--- config.mk ---
export PLATFORM = sky130hd
export DESIGN_NAME = timer_counter
export DESIGN_NICKNAME = d
export VERILOG_FILES = /design/src/rtl/timer_counter.sv
export SDC_FILE = /design/constraint.sdc
export NUM_CORES = 1
export LEC_CHECK = 0
export CAP_MARGIN = 15
export CORE_ASPECT_RATIO = 0.8
export CORE_MARGIN = 1
export CORE_UTILIZATION = 53
export CTS_CLUSTER_DIAMETER = 60
export DETAILED_ROUTE_END_ITERATION = 12
export PLACE_DENSITY = 0.76
export SYNTH_ARGS = -nofsm -noshare
export SYNTH_HDL_FRONTEND = slang
export SYNTH_SLANG_ARGS = --single-unit
--- constraint.sdc ---
create_clock -name clk -period 3.15 [get_ports clk]
set_input_delay 0.945 -clock clk [delete_from_list [all_inputs] [get_ports clk]]
set_output_delay 0.945 -clock clk [all_outputs]
set_load 0.02 [all_outputs]
--- src/rtl/timer_counter.sv ---
// Memory-mapped countdown timer on the M-stage load/store bus.
// Counts down from PRESET, raises irq on expiry, one-shot or auto-reload.
module timer_counter #(
    parameter int WIDTH = 32
) (
    input  logic             clk,
    input  logic             reset,
    input  logic [1:0]       addr,
    input  logic             we,
    input  logic [WIDTH-1:0] wdata,
    output logic [WIDTH-1:0] rdata,
    output logic             irq
);

    localparam logic [1:0] S_IDLE = 2'd0;
    localparam logic [1:0] S_LOAD = 2'd1;
    localparam logic [1:0] S_CNT  = 2'd2;
    localparam logic [1:0] S_INT  = 2'd3;

    localparam logic [1:0] A_CTRL   = 2'd0;
    localparam logic [1:0] A_PRESET = 2'd1;
    localparam logic [1:0] A_COUNT  = 2'd2;

    localparam logic [1:0] MODE_AUTO = 2'd1;

    logic [3:0]       r_ctrl;
    logic [WIDTH-1:0] r_preset;
    logic [WIDTH-1:0] r_count;
    logic [1:0]       r_state;
    logic             r_irq_pending;
    logic             r_irq;

    logic [3:0]       w_ctrl_nxt;
    logic [WIDTH-1:0] w_preset_nxt;
    logic [WIDTH-1:0] w_count_nxt;
    logic [1:0]       w_state_nxt;
    logic             w_pend_nxt;

    logic w_en;
    logic w_auto;
    logic w_wr_ctrl;
    logic w_wr_preset;

    assign w_en        = r_ctrl[0];
    assign w_auto      = (r_ctrl[2:1] == MODE_AUTO);
    assign w_wr_ctrl   = we && (addr == A_CTRL);
    assign w_wr_preset = we && (addr == A_PRESET);

    always_comb begin
        w_ctrl_nxt   = r_ctrl;
        w_preset_nxt = r_preset;
        w_count_nxt  = r_count;
        w_state_nxt  = r_state;
        w_pend_nxt   = r_irq_pending;

        case (r_state)
            S_IDLE: begin
                if (w_en) begin
                    w_state_nxt = S_LOAD;
                end
            end
            S_LOAD: begin
                w_count_nxt = r_preset;
                w_state_nxt = S_CNT;
            end
            S_CNT: begin
                if (!w_en) begin
                    w_state_nxt = S_IDLE;
                end else if (r_count > WIDTH'(1)) begin
                    w_count_nxt = r_count - WIDTH'(1);
                end else begin
                    // A count of 0 (PRESET=0) expires like a count of 1.
                    w_count_nxt = '0;
                    w_state_nxt = S_INT;
                    w_pend_nxt  = 1'b1;
                end
            end
            S_INT: begin
                // Auto-reload re-enters via IDLE, so the reload period is PRESET+3.
                w_state_nxt = S_IDLE;
                if (w_auto) begin
                    w_pend_nxt = 1'b0;
                end else begin
                    w_ctrl_nxt[0] = 1'b0;
                end
            end
            default: begin
                w_state_nxt = S_IDLE;
            end
        endcase

        // Software CTRL writes override the FSM's EN clear and any pending set.
        if (w_wr_ctrl) begin
            w_ctrl_nxt = wdata[3:0];
            w_pend_nxt = 1'b0;
        end
        if (w_wr_preset) begin
            w_preset_nxt = wdata;
        end
    end

    always_ff @(posedge clk) begin
        if (reset) begin
            r_ctrl        <= '0;
            r_preset      <= '0;
            r_count       <= '0;
            r_state       <= S_IDLE;
            r_irq_pending <= 1'b0;
            r_irq         <= 1'b0;
        end else begin
            r_ctrl        <= w_ctrl_nxt;
            r_preset      <= w_preset_nxt;
            r_count       <= w_count_nxt;
            r_state       <= w_state_nxt;
            r_irq_pending <= w_pend_nxt;
            r_irq         <= w_pend_nxt & w_ctrl_nxt[3];
        end
    end

    assign irq = r_irq;

    always_comb begin
        rdata = '0;
        case (addr)
            A_CTRL:   rdata = {{(WIDTH-4){1'b0}}, r_ctrl};
            A_PRESET: rdata = r_preset;
            A_COUNT:  rdata = r_count;
            default:  rdata = '0;
        endcase
    end

endmodule

# Word level (Yosys, flattened, before mapping)
# Cells that the tools add are included.
# totals
ff_bits	72
input_bits	37
ramBits	0
rom_bits	0
latch_bits	0
elab_cells	46
memories	0
# op_classes
add_sub_neg	1
magnitude_cmp	1
n_bitwise	1
reduce_logical	9
n_eq_ne	10
div	0
mul	0
shifts	0
n_mux	16
# op_table
op	count
case mux 32 bit (3 select lines)	1
2-to-1 mux 32 bit	2
case mux 32 bit (2 select lines)	1
> comparator 32 x 1 -> 1 bit, second input constant	1
subtractor 32 x 1 -> 32 bit, second input constant	1
case mux 2 bit (4 select lines)	1
equality test 2 x 1 -> 1 bit, second input constant	3
equality test 2 bit, second input constant	3
2-to-1 mux 1 bit	6
2-to-1 mux 2 bit	3
AND reduction 2 bit	3
logical NOT 2 bit	2
2-to-1 mux 4 bit	1
inequality test 2 bit, second input constant	2
nonzero test 2 bit	2
inequality test 3 bit, second input constant	1
logical AND 1 bit	2
inequality test 2 x 1 -> 1 bit, second input constant	1
case mux 1 bit (2 select lines)	1
AND 1 bit	1

# Longest topological paths before layout
# Gate-level depths: netlist (run 1).
# depth
word_depth	6
ltp_mapped	8
depth_no_buf	7

# Worst setup path before layout (run 1)
# No wires, ideal clock.
# synth_timing
path_type	input port to output port
from	input addr[1]
to	output rdata[10]
arrival_time_ps	2215
cell_stages	5
setup_slack_ps	-10
required_time_ps	2205
cell_sequence	clkbuf_1 nor2b_1 clkbuf_1 buf_1 a22o_1
# synth_between
elab_chain_len	2
# synth_rtl
item	line	text
start, declared	8	input logic [1:0] addr,
equality test 2 bit (tied with other cells)	124	case (addr)
case mux 32 bit (3 select lines) (*)	124	
end, declared	11	output logic [WIDTH-1:0] rdata,
# Every way passes the cells marked *; elsewhere a longest branch is shown, timed or not.

# Worst setup path after layout (run 1)
# layout_timing
from	input addr[1]
to	output rdata[19]
# The elaborated chain is that of the path after synthesis.

==> impl_metrics.toml, run 1 <==
[placement]
pre_cts_slack_ps = -491
port_buffers = 69
dp_hpwl_mm = 8.07
gp_congestion = 0.920

[sta]
post-route-min-period_ps = 3110
drv_slew = 0
fin_tns_setup_ps = 0
finalWorstSetupSlack_ps = 39.5
tightest_slew_ps = 868
clock_skew_ps = 5.86
fmax_ghz = 0.321
hold_viol = 0
finalSetupViolations = 0
timing.slew.headroom = 0.421
rsz0062_at_grt = "yes"
min_period_over_period = 0.987

[route]
drtIter0Drc = 387
drt_first_pass_iters = 9
drc = 1
via_count = 4338
antenna_left = 0
via_per_inst = 6.27
wl_per_cell_microns = 17.9
wirelength_mm = 12.4

[synth]
synth.yosys.seq_area_share = 0.354
synth_nets = 563
ys_seq_elements = 72
synth_fa_ha_area_frac = 0.00615
syn_area_per_cell_sq_um = 7.76
synthSimpleGateAreaFrac = 0.285
synth_mux_area_frac = 0.0148
synth_edf_count = 0
yosys.area_share.xor_xnor = 0.0108
synth.top_cell.area_share = 0.354
yosys-top-cells-area = "dfxtp_1 35%, nand2_1 9.0%, a21oi_1 6.8%"
netlist_instances = 524
syn-cell-area_sq_um = 4070
ys_types = 61
yosys.area.top_type = "dfxtp_1"
synth_ff_type = "dfxtp_1"
synth-async-reset-ratio = 0
synth_top_family_by_area = "simple AND/OR/NAND/NOR gates"
yosys_warnings = 0
synth_compound_area_frac = 0.277

[setup_path]
required_ps = 2200
crit_slowest_cell = "bufbuf_16"
cp.arrival_ps = 2170
reg2reg_from = "r_count[5]"
worst-path-buf-inv = 3
critical_path.top_delay_family = "buffers and inverters"
path_class = "in2out"
critPathMaxFanout = 8
startpoint = "addr[1]"
worstPathCellList = "dlygate4sd2_1 -> nor2b_4 -> bufbuf_16 -> a22o_1 -> clkdlybuf4s15_2"
worstSetupStartpointType = "input pin"
end_kind = "primary output"
max_stage_delay_ps = 320
reg2reg_slack_ps = 500

[die]
core_region_area_sq_um = 7430
row_count = 28
die-area_sq_um = 8030
start_util = 0.548
dieWidth_microns = 99.9
die_y_microns = 80.4
io_pins = 70

[grt]
grt_pass1_wl_mm = 20.2
grt_pass1_vias = 3952
grt_overflow_total = 0
track_usage = 0.323
grt_antenna_before_repair = 0
grt_max_degree = 36

[clock_tree]
cts_tree = "yes"
cts_made_buffers = 9
clock_latency_ps = 350
clock_path_buffers = 2
cts.sinks = 72
cts_root_buf = "clkbuf_8"
path_clk_slew_ps = 70
cts_max_level = 3

[pwr]
powerDensity_nw_per_um2 = 368
pwr-share-clk = 0.332
comb_power_share = 0.161
leakagePower_nw = 1.85
vdd_drop_max_mv = 0.194
seq_power_share = 0.507
power.switching_mw = 0.542
swShare = 0.289
internal_power_mw = 1.33

[run_status]
status = "finished, violations left"
violations = "design-rule violations"

[layout]
areaGrowthSynthToFinish_pct = 25.5
mostFrequentLayoutCells = "97 x nand2_1, 72 x dfxtp_1, 55 x a21oi_1, 34 x clkdlybuf4s50_1, 31 x nor2_1"
final_common_cell = "nand2_1"
diodes = 0
nNetsFinal = 622
drive_gt1_frac = 0.157

[min_path]
min_from = "r_preset[13]"
holdCritPathClass = "reg2reg"

[job]
maxCapViolCount = 0
==> kinds of logic (layout without fill, tap and decap cells) <==
group | count (synthesis) | in the layout
multiplexers | 6 | 6
XOR/XNOR | 5 | 5
flip-flops | 72 | 72
adder cells (fa/ha/maj) | 2 | 2
AND/OR/NAND/NOR | 225 | 225
AO/OA/AOI/OAI | 163 | 163
buffers and inverters | 51 | 114
==> registers in the layout (all words and copies together) (netlist names) <==
name,flops
r_state,2
r_count,32
r_preset,32
r_irq_pending,1
irq,1
r_ctrl,4
==> repair_timing <==
| item | in CTS | in global routing |
|---|---|---|
| cloned | 2 | 0 |
| hold buffers | 0 | 0 |
| endpoints found under the setup margin | 32 | 14 |
| endpoints found under the hold margin | 0 | 0 |
| setup buffers | 2 | 0 |
| gates resized for setup | 106 | 6 |
==> synth_stat cells (all sizes together) (2+ instances only) <==
master,number
a211oi,5
a21boi,3
a21oi,56
a221oi,6
a22o,28
a22oi,3
a31oi,22
a41oi,3
and2,3
and3,9
and4,2
buf,9
clkbuf,35
dfxtp,72
ha,2
inv,7
mux2i,6
nand2,97
nand2b,3
nand3,17
nand3b,3
nand4,9
nor2,32
nor2b,3
nor3,18
nor3b,2
nor4,11
nor4b,2
o211ai,5
o21a,2
o21ai,15
o22ai,2
o311ai,4
o31a,2
o32ai,2
or2,2
or3,4
or3b,2
or4,2
or4b,2
xnor2,2
xor2,3
==> routing by layer <==
metal	vias to the layer above	part of all wire	GRT usage
li1	2054	-	-
met1	2044	0.44	0.439
met2	215	0.44	0.501
met3	25	0.096	0.0731
met4	0	0.018	0.110
met5	-	0	0
==> stage by stage <==
stage	util	total power [mW]	instance area (sq um)	std cells	hold slack, ps
finish	0.687	1.88	5100	692	474
global route	0.687	1.95	5100	692	496
floorplan	-	1.14	4070	524	445
global placement	0.655	1.25	4860	673	460
CTS	0.691	1.88	5130	692	476
detailed placement	0.655	1.25	4860	673	466
==> power groups by stage <==
stage          clock (mW)  sequential (mW)  combinational [mW]
3_3_place_gp            0            0.971               0.276
3_5_place_dp            0            0.971               0.281
2_1_floorplan           0            0.962               0.180
4_1_cts             0.630            0.950               0.297
6_report            0.624            0.951               0.301
5_1_grt             0.673            0.953               0.323
==> worst reg2reg max path: stages, from the launching register on <==
cell      delay (ps)
dfxtp_1          410
or4_4            630
nor4_4           520
a41oi_2          460
a221oi_1         420
a211oi_1          90
==> final cells by class <==
class                   instances  area [sq um]
well taps                     105           131
inverters                       7          26.3
repair buffers                 92           923
flip-flops and latches         72          1440
multi-input cells             401          2430
clock inverters                 4          22.5
clock buffers                  11           131
fillers                       636          2320
==> final timing paths <==
check	depth (start not counted)	endpoint
worst min-delay path	2	r_preset[13]
worst min register to register	2	r_preset[13]
worst max-delay path	5	rdata[19]
worst max register to register	5	r_count[1]
Note: power is estimated with default switching activity, not from simulation.
==> run 2: changes to the inputs <==
==> constraint.sdc (replaced) <==
create_clock -name clk -period 3.2 [get_ports clk]
set_input_delay 0.96 -clock clk [delete_from_list [all_inputs] [get_ports clk]]
set_output_delay 0.96 -clock clk [all_outputs]
set_load 0.02 [all_outputs]
==> impl_metrics.toml, run 2 (synthesized netlist as in run 1, its figures left out) <==
[run_status]
status = "completed"

[layout]
top_regs = "r_count x32, r_preset x32, r_ctrl x4"
final_util = 0.696
areaGrowthSynthToFinish_pct = 27.1
mostFrequentLayoutCells = "97 x nand2_1, 72 x dfxtp_1, 55 x a21oi_1, 34 x clkdlybuf4s50_1, 31 x nor2_1"
nNetsFinal = 620
multi_input_area_sq_um = 2430
fin_cells = 690
drive_gt1_frac = 0.159
finish.instance_area_sq_um = 5170
final_common_cell = "nand2_1"
diodes = 0
nFillCells = 638
seq_area_sq_um = 1440

[route]
via_per_inst = 6.29
drtIter0Drc = 372
drc = 0
via_count = 4340
wl_per_cell_microns = 17.8
antenna_left = 0
wirelength_mm = 12.3
drt_first_pass_iters = 5

[sta]
hold_viol = 0
drv_slew = 0
finalWorstSetupSlack_ps = 96.3
post-route-min-period_ps = 3100
fin_tns_setup_ps = 0
finalSetupViolations = 0
min_period_over_period = 0.970
fmax_ghz = 0.322
clock_skew_ps = 6.45
timing.slew.headroom = 0.514
tightest_slew_ps = 725
rsz0062_at_grt = "no"
hold_slack_ps = 472

[pwr]
total_power_mw = 2.01
powerDensity_nw_per_um2 = 389
swShare = 0.269
seq_power_share = 0.465
leakagePower_nw = 1.85
pwr-share-clk = 0.388
internal_power_mw = 1.47
comb_power_share = 0.147
vdd_drop_max_mv = 0.237
power.switching_mw = 0.541

[clock_tree]
cts_hold_buffers = 0
clock_latency_ps = 350
cts_tree = "yes"
cts_made_buffers = 9
cts.sinks = 72
cts_root_buf = "clkbuf_8"
cts_max_level = 3
path_clk_slew_ps = 80
clock_path_buffers = 2

[job]
maxCapViolCount = 0

[placement]
pre_cts_slack_ps = -476
port_buffers = 69
dp_hpwl_mm = 7.85
dp_cells = 671
gp_congestion = 0.930
placed_cell_area_sq_um = 4850

[setup_path]
max_stage_delay_ps = 290
required_ps = 2240
worst-path-buf-inv = 4
crit_cells = 6
ff2ff_path_depth = 5
startpoint = "addr[1]"
worstPathCellList = "dlygate4sd2_1 -> nor2b_4 -> buf_4 -> buf_16 -> a22o_1 -> clkdlybuf4s15_2"
end_kind = "primary output"
worst_r2r_endpoint = "r_count[1]"
crit_slowest_cell = "dlygate4sd2_1"
worstSetupStartpointType = "input pin"
path_class = "in2out"
critical_path.top_delay_family = "buffers and inverters"
reg2reg_slack_ps = 490
cp.arrival_ps = 2140
setup.worst_path.end = "rdata[5]"
reg2reg_from = "r_count[5]"
critPathMaxFanout = 17

[grt]
track_usage = 0.321
grt_antenna_before_repair = 0
grt_pass1_wl_mm = 20.2
grt_pass1_vias = 4048
grt_overflow_total = 0
grt_max_degree = 37

[die]
io_pins = 70
die_y_microns = 80.4
row_count = 28
die-area_sq_um = 8030
dieWidth_microns = 99.9
start_util = 0.548
core_region_area_sq_um = 7430

[min_path]
holdCritPathClass = "reg2reg"
-- run 2: cell types whose count changed in the layout (fill, tap and decap cells not counted), moves of 2 or more --
cell             delta
buf_4               -3
buf_6               +2
clkdlybuf4s15_2     +5
buf_2               -5
clkbuf_1            -2
bufinv_16           +2
-- run 2: how the worst min path moves through the flow --
| stage | slack, ps | to | start | cells past startpoint |
|---|---|---|---|---|
| global route | 500 | r_preset[24] | r_preset[24] | 2 |
| finish | 470 | r_preset[12] | r_preset[12] | 2 |
| floorplan | 450 | r_preset[20] | r_preset[20] | 2 |
| CTS | 470 | r_preset[12] | r_preset[12] | 2 |
| global placement | 460 | r_preset[26] | r_preset[26] | 2 |
| detailed placement | 460 | r_preset[12] | r_preset[12] | 2 |
-- run 2: metal layers --
layer  wire, microns  vias to the layer above  global-route usage
met5               0                        -                   0
met4             276                        0               0.113
met3             983                       28              0.0775
met2            5480                      193               0.507
met1            5550                     2079               0.427
li1                -                     2040                   -
-- run 2: power by group through the flow --
stage | clock [mW] | combinational [mW] | sequential [mW]
floorplan | 0 | 0.177 | 0.947
global placement | 0 | 0.271 | 0.954
detailed placement | 0 | 0.276 | 0.954
CTS | 0.788 | 0.293 | 0.934
global route | 0.832 | 0.318 | 0.937
finish | 0.780 | 0.297 | 0.934
-- run 2: final cells by class --
cell class,instances,share of cell area
timing repair buffer,90,0.180
clock inverter,6,0.0165
sequential,72,0.279
tap,105,0.0254
multi-input combinational,401,0.470
inverter,7,0.00508
clock buffer,9,0.0240
-- run 2: worst reg2reg max path, cell delays in order, from the launching register on --
cell and delay (ps):
dfxtp_1 400, or4_4 620, nor4_4 560, a41oi_2 460, a221oi_1 430, a211oi_1 90
-- run 2: repair_timing --
item,4_1_cts,5_1_grt
cloned,2,0
hold endpoints to repair,0,0
setup buffers,2,0
endpoints found under the setup margin,32,15
gates resized for setup,109,2
